[config.mk]
export PLATFORM = sky130hd
export DESIGN_NAME = shift_unit_arbiter_flat
export DESIGN_NICKNAME = d
export VERILOG_FILES = /design/src/rtl/shift_unit_arbiter_pkg.sv /design/src/rtl/shift_unit_arbiter_if.sv /design/src/rtl/logicalShift_R.sv /design/src/rtl/shift_unit_arbiter_rr_arbiter.sv /design/src/rtl/shift_unit_arbiter.sv /design/src/flat_wrapper.sv
export SDC_FILE = /design/constraint.sdc
export NUM_CORES = 1
export LEC_CHECK = 0
export CAP_MARGIN = 10
export CORE_MARGIN = 5
export CORE_UTILIZATION = 45
export CTS_BUF_LIST = sky130_fd_sc_hd__clkbuf_8
export DETAILED_ROUTE_END_ITERATION = 10
export PLACE_DENSITY = 0.81
export SYNTH_ARGS = -nofsm -noshare
export SYNTH_HDL_FRONTEND = slang
export SYNTH_SLANG_ARGS = --single-unit
[constraint.sdc]
create_clock -name clk -period 3.4 [get_ports clk]
set_input_delay 0.34 -clock clk [delete_from_list [all_inputs] [get_ports clk]]
set_output_delay 0.34 -clock clk [all_outputs]
set_load 0.02 [all_outputs]
[src/rtl/shift_unit_arbiter_pkg.sv]
// Shared types and constants for the shift unit arbiter: FSM states, datapath widths
// and the captured operand record.
package shift_arb_pkg;

  localparam int unsigned DATA_W   = 64;
  localparam int unsigned SHAMT_W  = 6;
  localparam int unsigned ID_MAX_W = 3;  // enough for up to 8 requesters

  typedef enum logic [1:0] {
    IDLE  = 2'd0,
    SHIFT = 2'd1,
    RESP  = 2'd2
  } state_t;

  typedef struct packed {
    logic [DATA_W-1:0]   data;
    logic [SHAMT_W-1:0]  shift;
    logic [ID_MAX_W-1:0] id;
  } operand_t;

endpackage

[src/rtl/shift_unit_arbiter_if.sv]
// Request/response bundle between the requesters/consumer (master) and the arbiter (slave).
interface shift_unit_arbiter_if
  import shift_arb_pkg::*;
#(
  parameter int unsigned NUM_REQ = 4,
  parameter int unsigned ID_W    = 2
);

  logic [NUM_REQ-1:0]              req_valid;
  logic [NUM_REQ-1:0][DATA_W-1:0]  req_data;
  logic [NUM_REQ-1:0][SHAMT_W-1:0] req_shift;
  logic [NUM_REQ-1:0]              req_ready;
  logic                            rsp_valid;
  logic [DATA_W-1:0]               rsp_data;
  logic [ID_W-1:0]                 rsp_id;
  logic                            rsp_ready;

  modport master (
    output req_valid, req_data, req_shift, rsp_ready,
    input  req_ready, rsp_valid, rsp_data, rsp_id
  );

  modport slave (
    input  req_valid, req_data, req_shift, rsp_ready,
    output req_ready, rsp_valid, rsp_data, rsp_id
  );

endinterface

[src/rtl/logicalShift_R.sv]
// Combinational 64-bit logical right shift, zero-filled from the top.
module logicalShift_R
  import shift_arb_pkg::*;
(
  input  logic [DATA_W-1:0]  a,
  input  logic [SHAMT_W-1:0] shamt,
  output logic [DATA_W-1:0]  y
);

  assign y = a >> shamt;

endmodule

[src/rtl/shift_unit_arbiter_rr_arbiter.sv]
// Round-robin picker: searches from ptr+1 upward with wrap, returns one-hot grant and index.
module rr_arbiter #(
  parameter int unsigned NUM_REQ = 4,
  parameter int unsigned ID_W    = 2
) (
  input  logic [NUM_REQ-1:0] req,
  input  logic [ID_W-1:0]    ptr,
  output logic [NUM_REQ-1:0] grant,
  output logic [ID_W-1:0]    idx,
  output logic               any
);

  logic [ID_W-1:0] pos;

  always_comb begin
    grant = '0;
    idx   = '0;
    any   = 1'b0;
    pos   = '0;
    // offset NUM_REQ lands back on ptr itself, so it is considered last
    for (int unsigned off = 1; off <= NUM_REQ; off++) begin
      pos = ID_W'((32'(ptr) + off) % NUM_REQ);
      if (!any && req[pos]) begin
        grant[pos] = 1'b1;
        idx        = pos;
        any        = 1'b1;
      end
    end
  end

endmodule

[src/rtl/shift_unit_arbiter.sv]
// Shares one logicalShift_R between NUM_REQ requesters with round-robin grant and a
// backpressured, id-tagged response. Define SHIFT_ARB_STATS_EN for per-requester grant counters.
module shift_unit_arbiter
  import shift_arb_pkg::*;
#(
  parameter int unsigned NUM_REQ = 4,
  parameter int unsigned ID_W    = 2,
  parameter int unsigned CNT_W   = 16
) (
  input  logic                 clk,
  input  logic                 reset,
  shift_unit_arbiter_if.slave  bus
`ifdef SHIFT_ARB_STATS_EN
  ,
  output logic [NUM_REQ-1:0][CNT_W-1:0] grant_count
`endif
);

  state_t              state, state_nxt;
  logic [ID_W-1:0]     rr_ptr;
  operand_t            op;
  logic [DATA_W-1:0]   shifted;
  logic                rsp_valid_q;
  logic [DATA_W-1:0]   rsp_data_q;
  logic [ID_W-1:0]     rsp_id_q;

  logic [NUM_REQ-1:0]  grant;
  logic [ID_W-1:0]     grant_idx;
  logic                grant_any;
  logic                offer;
  logic                accept;
  logic                unused_id_bits;

  rr_arbiter #(
    .NUM_REQ (NUM_REQ),
    .ID_W    (ID_W)
  ) u_rr (
    .req   (bus.req_valid),
    .ptr   (rr_ptr),
    .grant (grant),
    .idx   (grant_idx),
    .any   (grant_any)
  );

  logicalShift_R u_shift (
    .a     (op.data),
    .shamt (op.shift),
    .y     (shifted)
  );

  always_comb begin
    state_nxt = state;
    offer     = 1'b0;
    case (state)
      IDLE: begin
        offer = 1'b1;
        if (grant_any) state_nxt = SHIFT;
      end
      SHIFT: state_nxt = RESP;
      RESP: begin
        // consuming the result frees the shifter, so the next grant overlaps this cycle
        if (bus.rsp_ready) begin
          offer     = 1'b1;
          state_nxt = grant_any ? SHIFT : IDLE;
        end
      end
      default: state_nxt = IDLE;
    endcase
  end

  assign accept        = offer && grant_any && !reset;
  assign bus.req_ready = (offer && !reset) ? grant : '0;
  assign bus.rsp_valid = rsp_valid_q;
  assign bus.rsp_data  = rsp_data_q;
  assign bus.rsp_id    = rsp_id_q;
  assign unused_id_bits = ^op.id;

  always_ff @(posedge clk) begin
    if (reset) begin
      state       <= IDLE;
      rr_ptr      <= '0;
      op          <= '0;
      rsp_valid_q <= 1'b0;
      rsp_data_q  <= '0;
      rsp_id_q    <= '0;
    end else begin
      state <= state_nxt;
      if (accept) begin
        rr_ptr   <= grant_idx;
        op.data  <= bus.req_data[grant_idx];
        op.shift <= bus.req_shift[grant_idx];
        op.id    <= ID_MAX_W'(grant_idx);
      end
      if (state == SHIFT) begin
        rsp_data_q  <= shifted;
        rsp_id_q    <= op.id[ID_W-1:0];
        rsp_valid_q <= 1'b1;
      end else if (state == RESP && bus.rsp_ready) begin
        rsp_valid_q <= 1'b0;
      end
    end
  end

`ifdef SHIFT_ARB_STATS_EN
  always_ff @(posedge clk) begin
    if (reset) begin
      grant_count <= '0;
    end else begin
      for (int unsigned i = 0; i < NUM_REQ; i++) begin
        if (accept && grant[i] && grant_count[i] != '1)
          grant_count[i] <= grant_count[i] + 1'b1;
      end
    end
  end
`endif

endmodule

[src/flat_wrapper.sv]
// flat-port wrapper written by rule: the top's interface ports become plain ports
module shift_unit_arbiter_flat import shift_arb_pkg::*;
#(
  parameter int unsigned NUM_REQ = 4,
  parameter int unsigned ID_W    = 2,
  parameter int unsigned CNT_W   = 16
)
  (clk, reset, bus_req_valid, bus_req_data, bus_req_shift, bus_rsp_ready, bus_req_ready, bus_rsp_valid, bus_rsp_data, bus_rsp_id);
  shift_unit_arbiter_if #(.NUM_REQ(NUM_REQ), .ID_W(ID_W)) bus_i ();
  input  logic clk;
  input  logic reset;
  input wire logic [$bits(bus_i.req_valid)-1:0] bus_req_valid;
  input wire logic [$bits(bus_i.req_data)-1:0] bus_req_data;
  input wire logic [$bits(bus_i.req_shift)-1:0] bus_req_shift;
  input wire logic [$bits(bus_i.rsp_ready)-1:0] bus_rsp_ready;
  output wire logic [$bits(bus_i.req_ready)-1:0] bus_req_ready;
  output wire logic [$bits(bus_i.rsp_valid)-1:0] bus_rsp_valid;
  output wire logic [$bits(bus_i.rsp_data)-1:0] bus_rsp_data;
  output wire logic [$bits(bus_i.rsp_id)-1:0] bus_rsp_id;
  assign bus_i.req_valid = bus_req_valid;
  assign bus_i.req_data = bus_req_data;
  assign bus_i.req_shift = bus_req_shift;
  assign bus_i.rsp_ready = bus_rsp_ready;
  assign bus_req_ready = bus_i.req_ready;
  assign bus_rsp_valid = bus_i.rsp_valid;
  assign bus_rsp_data = bus_i.rsp_data;
  assign bus_rsp_id = bus_i.rsp_id;
  shift_unit_arbiter #(.NUM_REQ(NUM_REQ), .ID_W(ID_W), .CNT_W(CNT_W)) u_core (.clk(clk), .reset(reset), .bus(bus_i));
endmodule
Word level (Yosys, flattened, before mapping). Cells that the tools add are included.

$add $sub $neg: 4. $lt $le $gt $ge: 9. Equal/unequal tests: 4. Shifts and indexed selects: 1. Multiplexer cells: 41. Bitwise operators: 3. Reduce and logical (&&, ||, !) cells: 18.

Operator list (number): $bmux W64 S2 (1); $mux W64 (1); $shr A64 B6 Y64 (1); $mux W4 (5); $mux W1 (16); $lt A2 B3 Y1 const B (5); $bmux W6 S2 (1); $mux W2 (6); $or A4 B4 Y4 (3); $logic_and A1 B1 Y1 (11); $bmux W1 S2 (4); $demux W1 S2 (4); $ge A2 B1 Y1 const B (4); $mux W6 (1); $pmux W2 S3 (1); $add A2 B1 Y2 const B (2); $add A2 B2 Y2 const B (2); $logic_not A1 Y1 (4); $eq A2 B1 Y1 const B (1); $eq A2 B2 Y1 const B (1); $logic_not A2 Y1 (1); $ne A2 B1 Y1 const B (1); $ne A2 B2 Y1 const B (1); $pmux W1 S2 (1); other kinds (2) (2).

Register bits after elaboration: 141. Input bits: 287. Output and inout port bits: 71. Word-level logic and storage cells: 87.

Logic depth before layout (Yosys ltp).
Depth after elaboration: 16. Gate-level depth with buffers: 12. Mapped depth without buffers: 8.

Modules after synthesis. Synthesis repeated with hierarchy kept, for this count alone.

Cells, all modules: 1104. Area, all modules: 11016.8 µm².

By module, submodules not included: shift_unit_arbiter (times used 1, cells an instance 556, area an instance 6333.6 µm², sequential area each 2822.7 µm²); logicalShift_R (times used 1, cells an instance 462, area an instance 4053.9 µm², sequential area each 0.0 µm²); rr_arbiter (times used 1, cells an instance 86, area an instance 629.4 µm², sequential area each 0.0 µm²).

Worst setup path after synthesis. Ideal clock, no wire load.

Path kind: register -> register. Start point: reg u_core.rr_ptr[0]. End point: reg u_core.op[32] (netlist name). Setup time: 0.114 ns. Data arrival time: 2.920 ns. Required time: 3.286 ns. Path slack: 0.366 ns. Stages on the path, launching flop included: 13. Buffers on the path: 4. Clock period less this slack: 3.034 ns. Cells stage by stage: dfxtp_1 > buf_4 > inv_2 > ha_1 > buf_2 > mux2_1 > o211a_2 > a311oi_4 > buf_12 > buf_12 > mux2i_1 > mux2i_1 > a21o_1.

Cells in the longest elaborated chain, start to end: 15. Elaborated cells on any way between the ends: 30. Classes of those cells: add/sub: 4; mux: 18; reduce/logical: 8.

Ends and longest elaborated chain: start, declared (line shift_unit_arbiter.sv:20) `logic [ID_W-1:0] rr_ptr;`; start signal, assigned (line shift_unit_arbiter.sv:89) `rr_ptr <= grant_idx;`; $add A2 B1 Y2 (line shift_unit_arbiter_rr_arbiter.sv:22) `pos = ID_W'((32'(ptr) + off) % NUM_REQ);`; $bmux W1 S2 (line shift_unit_arbiter_rr_arbiter.sv:23) `if (!any && req[pos]) begin`; $mux W1 (not written as such) (line shift_unit_arbiter_rr_arbiter.sv:23); $mux W1 (line shift_unit_arbiter_rr_arbiter.sv:23); $logic_not A1 Y1 (line shift_unit_arbiter_rr_arbiter.sv:23); $logic_and A1 B1 Y1 (line shift_unit_arbiter_rr_arbiter.sv:23); $mux W1 (line shift_unit_arbiter_rr_arbiter.sv:23); $logic_not A1 Y1 (line shift_unit_arbiter_rr_arbiter.sv:23); $logic_and A1 B1 Y1 (line shift_unit_arbiter_rr_arbiter.sv:23); $mux W1 (line shift_unit_arbiter_rr_arbiter.sv:23); $logic_not A1 Y1 (line shift_unit_arbiter_rr_arbiter.sv:23); $logic_and A1 B1 Y1 (line shift_unit_arbiter_rr_arbiter.sv:23); $mux W2 or $mux W1 (tied branches) (line shift_unit_arbiter_rr_arbiter.sv:23); $bmux W64 S2 or $logic_and A1 B1 Y1 (tied branches) (line shift_unit_arbiter.sv:90, shift_unit_arbiter.sv:71); $mux W64 (not written as such) or $logic_and A1 B1 Y1 (tied branches) (line shift_unit_arbiter.sv:90, shift_unit_arbiter.sv:71); end, declared (line shift_unit_arbiter.sv:21) `operand_t op;`.

Parallel ways exist; a longest one is shown, timed or not. The select of a mux whose other input is x is not followed. A chain may end at the register's enable or synchronous reset.

Worst setup path after layout.
Start point: reg u_core.rr_ptr[0]. End point: out bus_req_ready[1].

Cells in the longest elaborated chain, start to end: 14. Elaborated cells on any way between the ends: 49. Classes of those cells: add/sub: 4; order compare: 8; mux: 24; bitwise: 3; reduce/logical: 10.

Ends and longest elaborated chain: branches (longest 12 deep; another with $lt A2 B3 Y1); $mux W4 (*) (line shift_unit_arbiter_rr_arbiter.sv:23); $mux W4 (*) (line shift_unit_arbiter.sv:72) `assign bus.req_ready = (offer && !reset) ? grant : '0;`; end, declared (line flat_wrapper.sv:16) `output wire logic [$bits(bus_i.req_ready)-1:0] bus_req_ready;`.

Mark *: on every way between the ends. The select of a mux whose other input is x is not followed.

==> flow_metrics.py <==
metrics = {
    "outcome": {
        "status": "completed",
    },
    "sta": {
        "slew_violations": 0,
        "maxSlewHeadroom_pct": 46.6,
        "worst_pin_slew_ps": 797,
        "fmax_mhz": 331,
        "setup_slack_ps": 383,
        "fin_setup_tns_ps": 0,
        "worst_clock_skew_ps": 12.9,
        "fin_crit_sh_pct": 88.7,
        "rsz0062_at_grt": "false",
        "fin_crit_ps": 3020,
        "setup_viol": 0,
        "hold_violations": 0,
    },
    "floorplanning": {
        "start_util_pct": 45.8,
        "io_pins": 358,
        "fp.dieArea_sq_um": 30000,
        "die_h_microns": 173,
        "fp.dieW_microns": 173,
        "core_area_sq_um": 26100,
        "rows": 59,
    },
    "logic_synthesis": {
        "synth_cell_types": 62,
        "synthCells": 1205,
        "yosysSeqAreaShare_pct": 23.6,
        "synth.net_count": 1500,
        "ys_ff_latch": 141,
        "netlist_area_sq_um": 12000,
        "synth-async-reset-ratio_pct": 0,
        "ys.flop_type": "dfxtp_1",
        "synth.avg_cell_area_sq_um": 9.94,
        "yosysWarnings": 0,
        "synth_edf_count": 0,
    },
    "pwr": {
        "power_mw": 10.4,
        "total_leakage_power_nw": 6.88,
        "vdd_drop_max_uv": 317,
        "p_per_area_nw_per_um2": 647,
    },
    "worst_setup_path": {
        "end_kind": "primary output",
        "r2r_slack_ps": 400,
        "cp.arrival_ps": 2680,
        "worstReg2RegEnd": "u_core.op[47]",
        "crit_fanout": 10,
        "critical_path_class": "flop to primary output",
        "r2r_start": "u_core.rr_ptr[0]",
        "worstRegToRegCells": 10,
        "cp.required_ps": 3060,
        "crit_path_start_kind": "flop",
    },
    "placement": {
        "port_buffers": 357,
        "hpwlAfterDp_mm": 31.1,
        "dpl_cell_area_sq_um": 15600,
        "gp_congestion": 0.992,
        "dp_slack_ps": 106,
    },
    "clock_tree": {
        "clock_latency_ps": 460,
        "htree_levels": 4,
        "numCtsBuffers": 17,
        "cts_setup_buffers": 0,
        "cts_buffer_depth": 2,
        "root_buffer": "clkbuf_8",
        "cts.sinks": 141,
        "clkTransAtPathRegs_ps": 90,
        "ctsHoldBuffers": 0,
        "cts_tree": "built",
    },
    "cells_and_area": {
        "final_cell_mix": "352 x clkdlybuf4s50_1, 273 x mux2i_1, 138 x dfxtp_1, 97 x nor2_1, 78 x mux4_2",
        "layout.nets": 1806,
        "fin_util_pct": 61.6,
        "final_area_sq_um": 16100,
        "drive_gt1_share_pct": 14.9,
        "area_growth_pct": 34.4,
        "final_common_cell": "clkdlybuf4s50_1",
    },
    "worst_hold_path": {
        "holdPathEnd": "u_core.bus.rsp_data[2]",
        "min_path_type": "flop to flop",
        "hold_depth": 2,
        "hold_start": "u_core.bus.rsp_data[2]",
    },
    "global_route": {
        "track_usage_pct": 24.8,
        "overflow": 0,
        "grt_pass1_wl_mm": 59.8,
        "grt_max_degree": 72,
        "antenna_found_initial": 1,
        "grt_pass1_vias": 10700,
    },
    "route": {
        "drt_iter0_markers": 846,
        "drc": 0,
        "viasPerCell": 5.93,
        "wl_per_cell_microns": 21.3,
        "antenna_left": 0,
        "wl_mm": 39.5,
        "drtPass1Iterations": 6,
        "vias": 11000,
    },
    "job": {
        "maxCapViolCount": 0,
    },
}
what timing repair did:
| action | CTS | global route |
|---|---|---|
| gates cloned | 0 | 0 |
| resized for setup | 6 | 4 |
| setup endpoints to repair | 4 | 1 |
report_power, final:
part	switching, mW	total [mW]	internal (mW)
logic	3.24	6.37	3.14
registers	0.533	2.56	2.03
clock network	0.719	1.48	0.762
cells in the mapped netlist, drive strengths merged, types with 4 or more instances:
cell type,instances,area [sq um]
and2,7,43.8
nor3b,67,503
o31ai,4,30.0
clkbuf,53,199
nor2b,5,31.3
nand2b,6,45.0
dfxtp,141,2820
ha,8,100
a21oi,47,235
o221ai,6,52.6
mux2,44,495
a221oi,7,67.6
bufbuf,4,75.1
a21o,72,541
a211oi,13,97.6
buf,68,591
mux4,78,1760
inv,8,30.0
nand2,43,161
nor3,28,145
o22ai,16,100
nor2,98,370
a22oi,22,165
a311oi,5,61.3
mux2i,273,2730
o21ai,37,185
registers in the layout (all words and copies together) (netlist names):
signal                count
u_core.op                70
u_core.bus.rsp_data      64
u_core.bus.rsp_id         2
u_core.rr_ptr             2
u_core.state              2
u_core.bus.rsp_valid      1
critical path, cell delays in order, from the launching register on:
cell and delay (ps):
dfxtp_1 360, inv_2 100, ha_4 350, mux4_2 360, nor2b_2 200, a22oi_1 150, nor2_1 60, a221oi_1 230
nor2_1 70, dlygate4sd2_1 340
kinds of logic after synthesis:
group / count (synthesis) / synth area share (%)
muxes: 395 / 41.6
AOI/OAI and AO/OA: 256 / 14.7
buffers and inverters: 136 / 7.56
adders and majority gates: 8 / 0.836
and+or+nand+nor: 269 / 11.7
DFF: 141 / 23.6
final cells by class:
| class | count | area, sq um |
|---|---|---|
| inverter | 11 | 41.3 |
| antenna | 1 | 2.50 |
| fill | 2226 | 10000 |
| multi-input combinational | 928 | 8310 |
| clock inverter | 14 | 181 |
| sequential | 141 | 2830 |
| tap | 335 | 419 |
| timing repair buffer | 412 | 4070 |
| clock buffer | 18 | 248 |
routing by layer:
metal / vias up / wire length [microns] / track usage, % / part of all wire (%)
met2: 500 / 19200 / 42.4 / 49
met5: - / 0 / 0 / 0
met1: 5263 / 16600 / 32.1 / 42
met3: 55 / 2730 / 4.59 / 6.9
met4: 0 / 1020 / 7.22 / 2.6
li1: 5210 / - / - / -
how the worst max path moves through the flow:
| stage | startpoint | to | slack, ps | cells after the start |
|---|---|---|---|---|
| 2_1_floorplan | u_core.rr_ptr[0] | u_core.op[32] | 370 | 12 |
| 4_1_cts | u_core.rr_ptr[0] | bus_req_ready[0] | 60 | 8 |
| 6_report | u_core.rr_ptr[0] | bus_req_ready[1] | 380 | 9 |
| 3_5_place_dp | bus_req_valid[1] | u_core.op[47] | 110 | 9 |
| 3_3_place_gp | bus_req_valid[1] | u_core.op[32] | 180 | 9 |
| 5_1_grt | u_core.rr_ptr[0] | bus_req_ready[3] | 180 | 9 |
stage by stage:
step / hold slack [ps] / instances
after floorplan: 518 / 1205
after global placement: 441 / 1827
after detailed placement: 449 / 1827
after CTS: 460 / 1859
after global routing: 481 / 1860
final: 458 / 1860
Power figures use the tool's default switching activity.
